===== src/rtl/serial_add_sub_unit_pkg.sv =====
// ============================================================================
// Module   : add_sub_pkg
// Purpose  : Shared state encoding and op codes for the serial add/sub unit.
// Revision : 1.0 - initial release
// ============================================================================
`default_nettype none

package add_sub_pkg;

    typedef enum logic [1:0] {
        IDLE = 2'd0,
        RUN  = 2'd1,
        DONE = 2'd2
    } state_t;

    localparam logic OP_ADD = 1'b0;
    localparam logic OP_SUB = 1'b1;

endpackage

`default_nettype wire


===== src/rtl/serial_add_sub_unit_full_adder_bit.sv =====
// ============================================================================
// Module   : full_adder_bit
// Purpose  : Single combinational full-adder cell.
// Revision : 1.0 - initial release
// ============================================================================
`default_nettype none

module full_adder_bit (
    input  logic a,
    input  logic b,
    input  logic cin,
    output logic s,
    output logic cout
);

    assign s    = a ^ b ^ cin;
    assign cout = (a & b) | (a & cin) | (b & cin);

endmodule

`default_nettype wire


===== src/rtl/serial_add_sub_unit.sv =====
// ============================================================================
// Module   : serial_add_sub_unit
// Purpose  : Bit-serial unsigned adder/subtractor with valid/ready handshake.
// Revision : 1.0 - initial release
// ============================================================================
`default_nettype none

module serial_add_sub_unit
    import add_sub_pkg::*;
#(
    parameter int WIDTH = 3
) (
    input  logic             clk,
    input  logic             rst_n,
    input  logic             in_valid,
    output logic             in_ready,
    input  logic [WIDTH-1:0] a,
    input  logic [WIDTH-1:0] b,
    input  logic             op,
    output logic             out_valid,
    input  logic             out_ready,
    output logic [WIDTH:0]   out,
    output logic             busy
);

    localparam int               CNT_W  = $clog2(WIDTH + 1);
    localparam logic [CNT_W-1:0] C_LAST = CNT_W'(WIDTH - 1);

    state_t             r_state;
    logic [WIDTH-1:0]   r_a;
    logic [WIDTH-1:0]   r_b;
    logic               r_op;
    logic               r_carry;
    logic [CNT_W-1:0]   r_idx;
    logic [WIDTH-1:0]   r_sum;

    logic               w_bb;
    logic               w_s;
    logic               w_cout;
    logic               w_msb;
    logic [WIDTH:0]     w_shift;
    logic [WIDTH-1:0]   w_sum_next;

    // Operands shift right each RUN cycle, so the active bit is always bit 0.
    assign w_bb       = (r_op == OP_SUB) ? ~r_b[0] : r_b[0];
    assign w_shift    = {w_s, r_sum};
    assign w_sum_next = w_shift[WIDTH:1];
    assign w_msb      = (r_op == OP_SUB) ? ~w_cout : w_cout;

    full_adder_bit u_fa (
        .a    (r_a[0]),
        .b    (w_bb),
        .cin  (r_carry),
        .s    (w_s),
        .cout (w_cout)
    );

    always_ff @(posedge clk or negedge rst_n) begin
        if (!rst_n) begin
            r_state   <= IDLE;
            r_a       <= '0;
            r_b       <= '0;
            r_op      <= 1'b0;
            r_carry   <= 1'b0;
            r_idx     <= '0;
            r_sum     <= '0;
            in_ready  <= 1'b1;
            out_valid <= 1'b0;
            out       <= '0;
            busy      <= 1'b0;
        end else begin
            case (r_state)
                IDLE: begin
                    if (in_valid) begin
                        r_a      <= a;
                        r_b      <= b;
                        r_op     <= op;
                        r_carry  <= op;
                        r_idx    <= '0;
                        r_sum    <= '0;
                        in_ready <= 1'b0;
                        busy     <= 1'b1;
                        r_state  <= RUN;
                    end
                end
                RUN: begin
                    r_a     <= r_a >> 1;
                    r_b     <= r_b >> 1;
                    r_carry <= w_cout;
                    r_sum   <= w_sum_next;
                    r_idx   <= r_idx + CNT_W'(1);
                    if (r_idx == C_LAST) begin
                        out       <= {w_msb, w_sum_next};
                        out_valid <= 1'b1;
                        r_state   <= DONE;
                    end
                end
                DONE: begin
                    // A concurrent in_valid is deliberately not taken here.
                    if (out_ready) begin
                        out_valid <= 1'b0;
                        in_ready  <= 1'b1;
                        busy      <= 1'b0;
                        r_state   <= IDLE;
                    end
                end
                default: begin
                    r_state <= IDLE;
                end
            endcase
        end
    end

endmodule

`default_nettype wire


===== config.mk =====
export PLATFORM = sky130hd
export DESIGN_NAME = serial_add_sub_unit
export DESIGN_NICKNAME = d
export VERILOG_FILES = /design/src/rtl/serial_add_sub_unit_pkg.sv /design/src/rtl/serial_add_sub_unit_full_adder_bit.sv /design/src/rtl/serial_add_sub_unit.sv
export SDC_FILE = /design/constraint.sdc
export NUM_CORES = 1
export LEC_CHECK = 0
export BUFFER_PORTS_ARGS = -buffer_cell sky130_fd_sc_hd__buf_2
export CAP_MARGIN = 5
export CORE_MARGIN = 5
export CORE_UTILIZATION = 40
export DETAILED_ROUTE_END_ITERATION = 8
export SLEW_MARGIN = 0
export SYNTH_ARGS = -nofsm -noshare
export SYNTH_HDL_FRONTEND = slang
export SYNTH_SLANG_ARGS = --single-unit

===== constraint.sdc =====
create_clock -name clk -period 2.9 [get_ports clk]
set_input_delay 0.145 -clock clk [delete_from_list [all_inputs] [get_ports clk]]
set_output_delay 0.145 -clock clk [all_outputs]
set_load 0.03 [all_outputs]

Word-level counts from Yosys, hierarchy flattened:

Cells that the tools add are included.

* register bits: 22
* latch bits: 0
* memory bits (writable): 0
* ROM bits: 0
* input bits: 11
* output and inout port bits: 7
* logic and storage cells: 61
* memories: 0

* add/sub/neg operators: 1
* multipliers: 0
* divide/modulo/power cells: 0
* order comparisons: 0
* equality and inequality tests: 6
* shift-type cells: 0
* multiplexer cells: 24
* bitwise logic cells: 9
* reductions and logical operators: 10

Operators with widths (count)
* 3-bit one-hot mux with 2 select lines: 3
* 3-bit 2-to-1 mux: 3
* 3-bit AND reduction: 3
* 1-bit 2-to-1 mux: 8
* 2-bit 2-to-1 mux: 4
* 1-bit one-hot mux with 2 select lines: 4
* 2-bit != test, second input constant: 3
* 2-bit one-hot mux with 3 select lines: 1
* 2-bit AND reduction: 3
* 2-bit nonzero test: 3
* 2-bit == test, second input constant: 2
* 2-bit one-hot mux with 2 select lines: 1
* 1-bit bitwise AND: 3
* 2-bit by 1-bit adder with 2-bit output, second input constant: 1
* 2-bit by 1-bit == test with 1-bit output, second input constant: 1
* 2-bit zero test: 1
* 1-bit inverter: 2
* 1-bit OR: 2
* 1-bit XOR: 2

Longest topological paths before layout:

* word-level depth: 7
* gate-level depth with buffers: 5
* mapped depth without buffers: 5

Hierarchy:

A second synthesis with hierarchy kept.

* cell total of the unflattened synthesis: 82
* area total of the unflattened synthesis: 937.1 µm²

By module, submodules not included
* serial_add_sub_unit: instances 1, cells an instance 81, area each 917.1 µm², seq. area each 526.8 µm²
* full_adder_bit: instances 1, cells an instance 1, area each 20.0 µm², seq. area each 0.0 µm²

Worst setup path after synthesis:

No wires, ideal clock.

* path kind: reg-to-reg
* start point: reg r_op
* end point: reg out[3]
* setup time: 83 ps
* arrival time: 1171 ps
* data required time: 2817 ps
* path slack: 1646 ps
* cell stages (with the launch flop): 5
* buffers on the path: 0
* period minus slack after synthesis: 1254 ps
* cell sequence: dfrtp_1 > xnor2_1 > fa_1 > xor2_1 > o21ai_0

* cells in the longest elaborated chain, start to end: 6
* elaborated cells between the ends (all ways): 7
* classes of those cells: 2 x mux; 5 x bitwise

RTL lines
* start: declaration: line serial_add_sub_unit.sv:32 `logic r_op;`
* start signal: assignment: line serial_add_sub_unit.sv:77 `r_op <= op;`
* 1-bit 2-to-1 mux: line serial_add_sub_unit.sv:45 `assign w_bb = (r_op == OP_SUB) ? ~r_b[0] : r_b[0];`
* 1-bit bitwise AND: line serial_add_sub_unit_full_adder_bit.sv:17 `assign cout = (a & b) | (a & cin) | (b & cin);`
* 1-bit OR (2 in a row): line serial_add_sub_unit_full_adder_bit.sv:17
* 1-bit inverter: line serial_add_sub_unit.sv:48 `assign w_msb = (r_op == OP_SUB) ? ~w_cout : w_cout;`
* 1-bit 2-to-1 mux *: line serial_add_sub_unit.sv:48
* end signal: assignment: line serial_add_sub_unit.sv:93 `out <= {w_msb, w_sum_next};`
* end: declaration: line serial_add_sub_unit.sv:22 `output logic [WIDTH:0] out,`

Every way passes the cells marked *; elsewhere a longest branch is shown, timed or not.
A chain may end at the register's enable or synchronous reset.

Worst setup path in the final report:

* start point: reg r_state[0]
* end point: reg r_a[1]

* cells in the longest elaborated chain, start to end: 3
* elaborated cells between the ends (all ways): 6
* classes of those cells: 2 x eq/ne; 1 x mux; 3 x reduce/logical

RTL lines
* start: declaration: line serial_add_sub_unit.sv:29 `state_t r_state;`
* start signal: assignment: line serial_add_sub_unit.sv:60 `r_state <= IDLE;`
* start signal: assignment: line serial_add_sub_unit.sv:83 `r_state <= RUN;`
* start signal: assignment: line serial_add_sub_unit.sv:95 `r_state <= DONE;`
* 2-bit by 1-bit == test with 1-bit output / 2-bit zero test (equally long branches): line serial_add_sub_unit.sv:72 `case (r_state)`
* 2-bit nonzero test (no line) / 2-bit != test (equally long branches)
* 2-bit AND reduction (no line)
* end signal: assignment: line serial_add_sub_unit.sv:87 `r_a <= r_a >> 1;`
* end: declaration: line serial_add_sub_unit.sv:30 `logic [WIDTH-1:0] r_a;`

Several ways; a longest one is shown, not always the timed one.

==> results.cfg <==
[status]
status = complete, no violations

[clock_network]
clk-insertion-delay-late_ns = 0.29
htree_levels = 1
clockBufferDepth = 2
cts_root_buf = clkbuf_4
postCtsSetupBuffers = 0
clk_pin_slew_ns = 0.11
cts.sinks = 21
cts_tree = built
cts_buffers = 3

[yosys]
post_synth_num_cell_types = 26
synth_area_um2 = 949.7
yosys_warnings = 0
synth-seq-cells = 21
syn_nets = 103
synth_top_cell_by_area = dfrtp_1
avgSynthCellArea_um2 = 10.55
postSynthCellCount = 90
ys_top_cells_by_area = dfrtp_1 53%, o21ai_0 6.9%, a21oi_1 3.7%, nand2_1 3.6%, mux2_2 3.6%
synth.top_cell.area_share = 0.5270
seq_area_frac_synth = 0.5547

[global_routing]
grt_usage = 0.1247
grt_overflow = 0
grt_pass1_wl_um = 3270
grt_start_max_net_pins = 22
antenna_found_initial = 0
grt_pass1_vias = 720

[timing]
setup_viol = 0
clock_skew_ns = 0.002571
finalHoldViolCount = 0
period_share = 0.4798
slew_viol_final = 0
relSlewSlack = 0.6832
max_slew.worst_pin.slew_ns = 0.4753
fin_tns_setup_ns = 0
max_freq_mhz = 718.7
finalCriticalPeriod_ns = 1.391
rsz0062_at_grt = false

[worst_setup_path]
cp.required_ns = 3.09
crit_start = r_state[0]
critical-path-slowest-cell = dfrtp_1
crit_arrival_ns = 1.58
endpoint_kind = flip-flop
cp_max_fo = 15
path_buf_inv = 0
rr_startpoint = r_state[0]
slowest_delay_ns = 0.65
start_kind = flip-flop
critPathKind = flip-flop to flip-flop
crit_family = flip-flops
worstPathCellList = nand2b_1, o221a_2

[job]
max_cap_violations = 0

[floorplan]
die_width_um = 58.73
dieArea_um2 = 3449
die_y_um = 58.73
pin_count = 18
row_count = 17
core_area_um2 = 2233
start_util = 0.4252

[route]
drtIter0Drc = 18
routed_wirelength_um = 1837
drtAntennaViolNets = 0
via_per_inst = 5.154
wl_per_cell_um = 13.51
vias = 701
drt_pass1_iterations = 4
drcViolationCount = 0

[worst_hold_path]
hold_start = out_ready
min_path_type = primary input to flip-flop

[placement]
gp_congestion = 0.7692
dp.cells = 131
dpl.hpwl_um = 1377
numPortBuffers = 17

[pwr]
p_leak_nw = 0.4979
internal_power_w = 0.0007159
switching_power_w = 0.0005207
ir_drop_mv = 0.5753
p_seq_frac = 0.448
p_per_area_nw_per_um2 = 1145
swShare = 0.4211
p_comb_frac = 0.443
clkPwrFrac = 0.109

[cells_and_area]
finalNetCount = 122
syn_to_final_growth_pct = 13.70
layout-drive-gt1-share = 0.2593
fillCellCount = 220
stdcell_count = 136
insertedDiodeCount = 0
[registers in the layout, indices dropped and copies added (netlist names)]
name / flops
r_b: 3
out_valid: 1
r_a: 3
r_state: 2
busy: 1
r_sum: 2
r_op: 1
out: 4
r_idx: 2
in_ready: 1
r_carry: 1
[cells in the mapped netlist]
| cell | instances |
|---|---|
| a21oi_1 | 7 |
| dfstp_2 | 1 |
| o21ai_0 | 13 |
| ha_1 | 1 |
| xnor2_1 | 1 |
| inv_2 | 1 |
| nand2_1 | 9 |
| fa_1 | 1 |
| o22ai_1 | 4 |
| o211ai_1 | 1 |
| buf_6 | 1 |
| o221a_2 | 2 |
| mux2_2 | 3 |
| buf_2 | 3 |
| a32o_1 | 1 |
| dfrtp_1 | 20 |
| nand2b_1 | 2 |
| xor2_1 | 1 |
| a32oi_1 | 1 |
| nand3b_1 | 2 |
| nand3b_2 | 1 |
| o21bai_1 | 1 |
| nor2b_1 | 1 |
| o31ai_1 | 1 |
| inv_1 | 6 |
| nor2_1 | 5 |
[cells by family (layout without fill, tap and decap cells)]
logic type	Yosys count	after routing	share of synthesized area
AO/OA/AOI/OAI	31	31	0.1989
XOR/XNOR	2	2	0.01845
adder cells (fa/ha/maj)	2	2	0.03425
buffers and inverters	11	29	0.05533
flip-flops	21	21	0.5547
multiplexers	3	3	0.03557
AND/OR/NAND/NOR	20	20	0.1028
[repair_timing]
action / 4_1_cts / 5_1_grt
resized for setup: 0 / 0
hold buffers: 1 / 0
hold endpoints to repair: 20 / 0
[power by group through the flow]
stage | clock (W) | combinational [W] | sequential (W)
floorplan | 0 | 0.000396 | 0.000586
global placement | 0 | 0.000543 | 0.000557
detailed placement | 0 | 0.000550 | 0.000564
CTS | 0.000141 | 0.000554 | 0.000556
global route | 0.000156 | 0.000618 | 0.000578
finish | 0.000135 | 0.000547 | 0.000555
[area by class of cell]
cell class                 instances  area, µm²  share of cell area
sequential                        21      526.8              0.4878
multi-input combinational         58      370.4              0.3430
timing repair buffer              18      95.09             0.08806
tap                               28      35.03             0.03244
clock buffer                       4      26.28             0.02433
inverter                           7      26.28             0.02433
[path summary, 6_finish.rpt]
kind	cells past startpoint	to	slack [ns]
worst max-delay path	2	r_a[1]	1.51
worst min-delay path	2	r_state[1]	0.05
worst max register to register	2	r_a[1]	1.51
worst min register to register	2	out[2]	0.50
max in group asynchronous	2	in_ready	2.24
min in group asynchronous	2	busy	0.32
[metrics by stage]
step | instance area, µm² | hold WS, ns | utilization | setup slack (ns) | total power, W
3_5_place_dp | 1044 | 0.1238 | 0.4672 | 1.526 | 0.001114
2_1_floorplan | 949.7 | -0.1506 | - | 1.646 | 0.0009815
5_1_grt | 1080 | 0.04261 | 0.4835 | 1.435 | 0.001352
4_1_cts | 1080 | 0.03909 | 0.4835 | 1.515 | 0.001251
6_report | 1080 | 0.05006 | 0.4835 | 1.509 | 0.001237
3_3_place_gp | 1044 | 0.1207 | 0.4672 | 1.585 | 0.001100
[metal layers]
metal / GRT usage / vias to the layer above / wire length (µm)
met4: 0.06472 / 0 / 14
met2: 0.2035 / 14 / 881
met3: 0.02193 / 2 / 82
met5: 0 / - / 0
li1: - / 353 / -
met1: 0.1568 / 332 / 857
[layout by cell type, fill, tap and decap left out, drive strengths merged]
| cell type | count |
|---|---|
| xor2 | 1 |
| o221a | 2 |
| o21bai | 1 |
| nand2 | 9 |
| o22ai | 4 |
| a21oi | 7 |
| nand3b | 3 |
| dfrtp | 20 |
| nand2b | 2 |
| inv | 7 |
| dlygate4sd3 | 1 |
| dfstp | 1 |
| a32oi | 1 |
| nor2b | 1 |
| buf | 17 |
| clkbuf | 4 |
| o31ai | 1 |
| fa | 1 |
| a32o | 1 |
| ha | 1 |
| mux2 | 3 |
| o211ai | 1 |
| o21ai | 13 |
| nor2 | 5 |
| xnor2 | 1 |
Note: power is estimated with default switching activity, not from simulation.
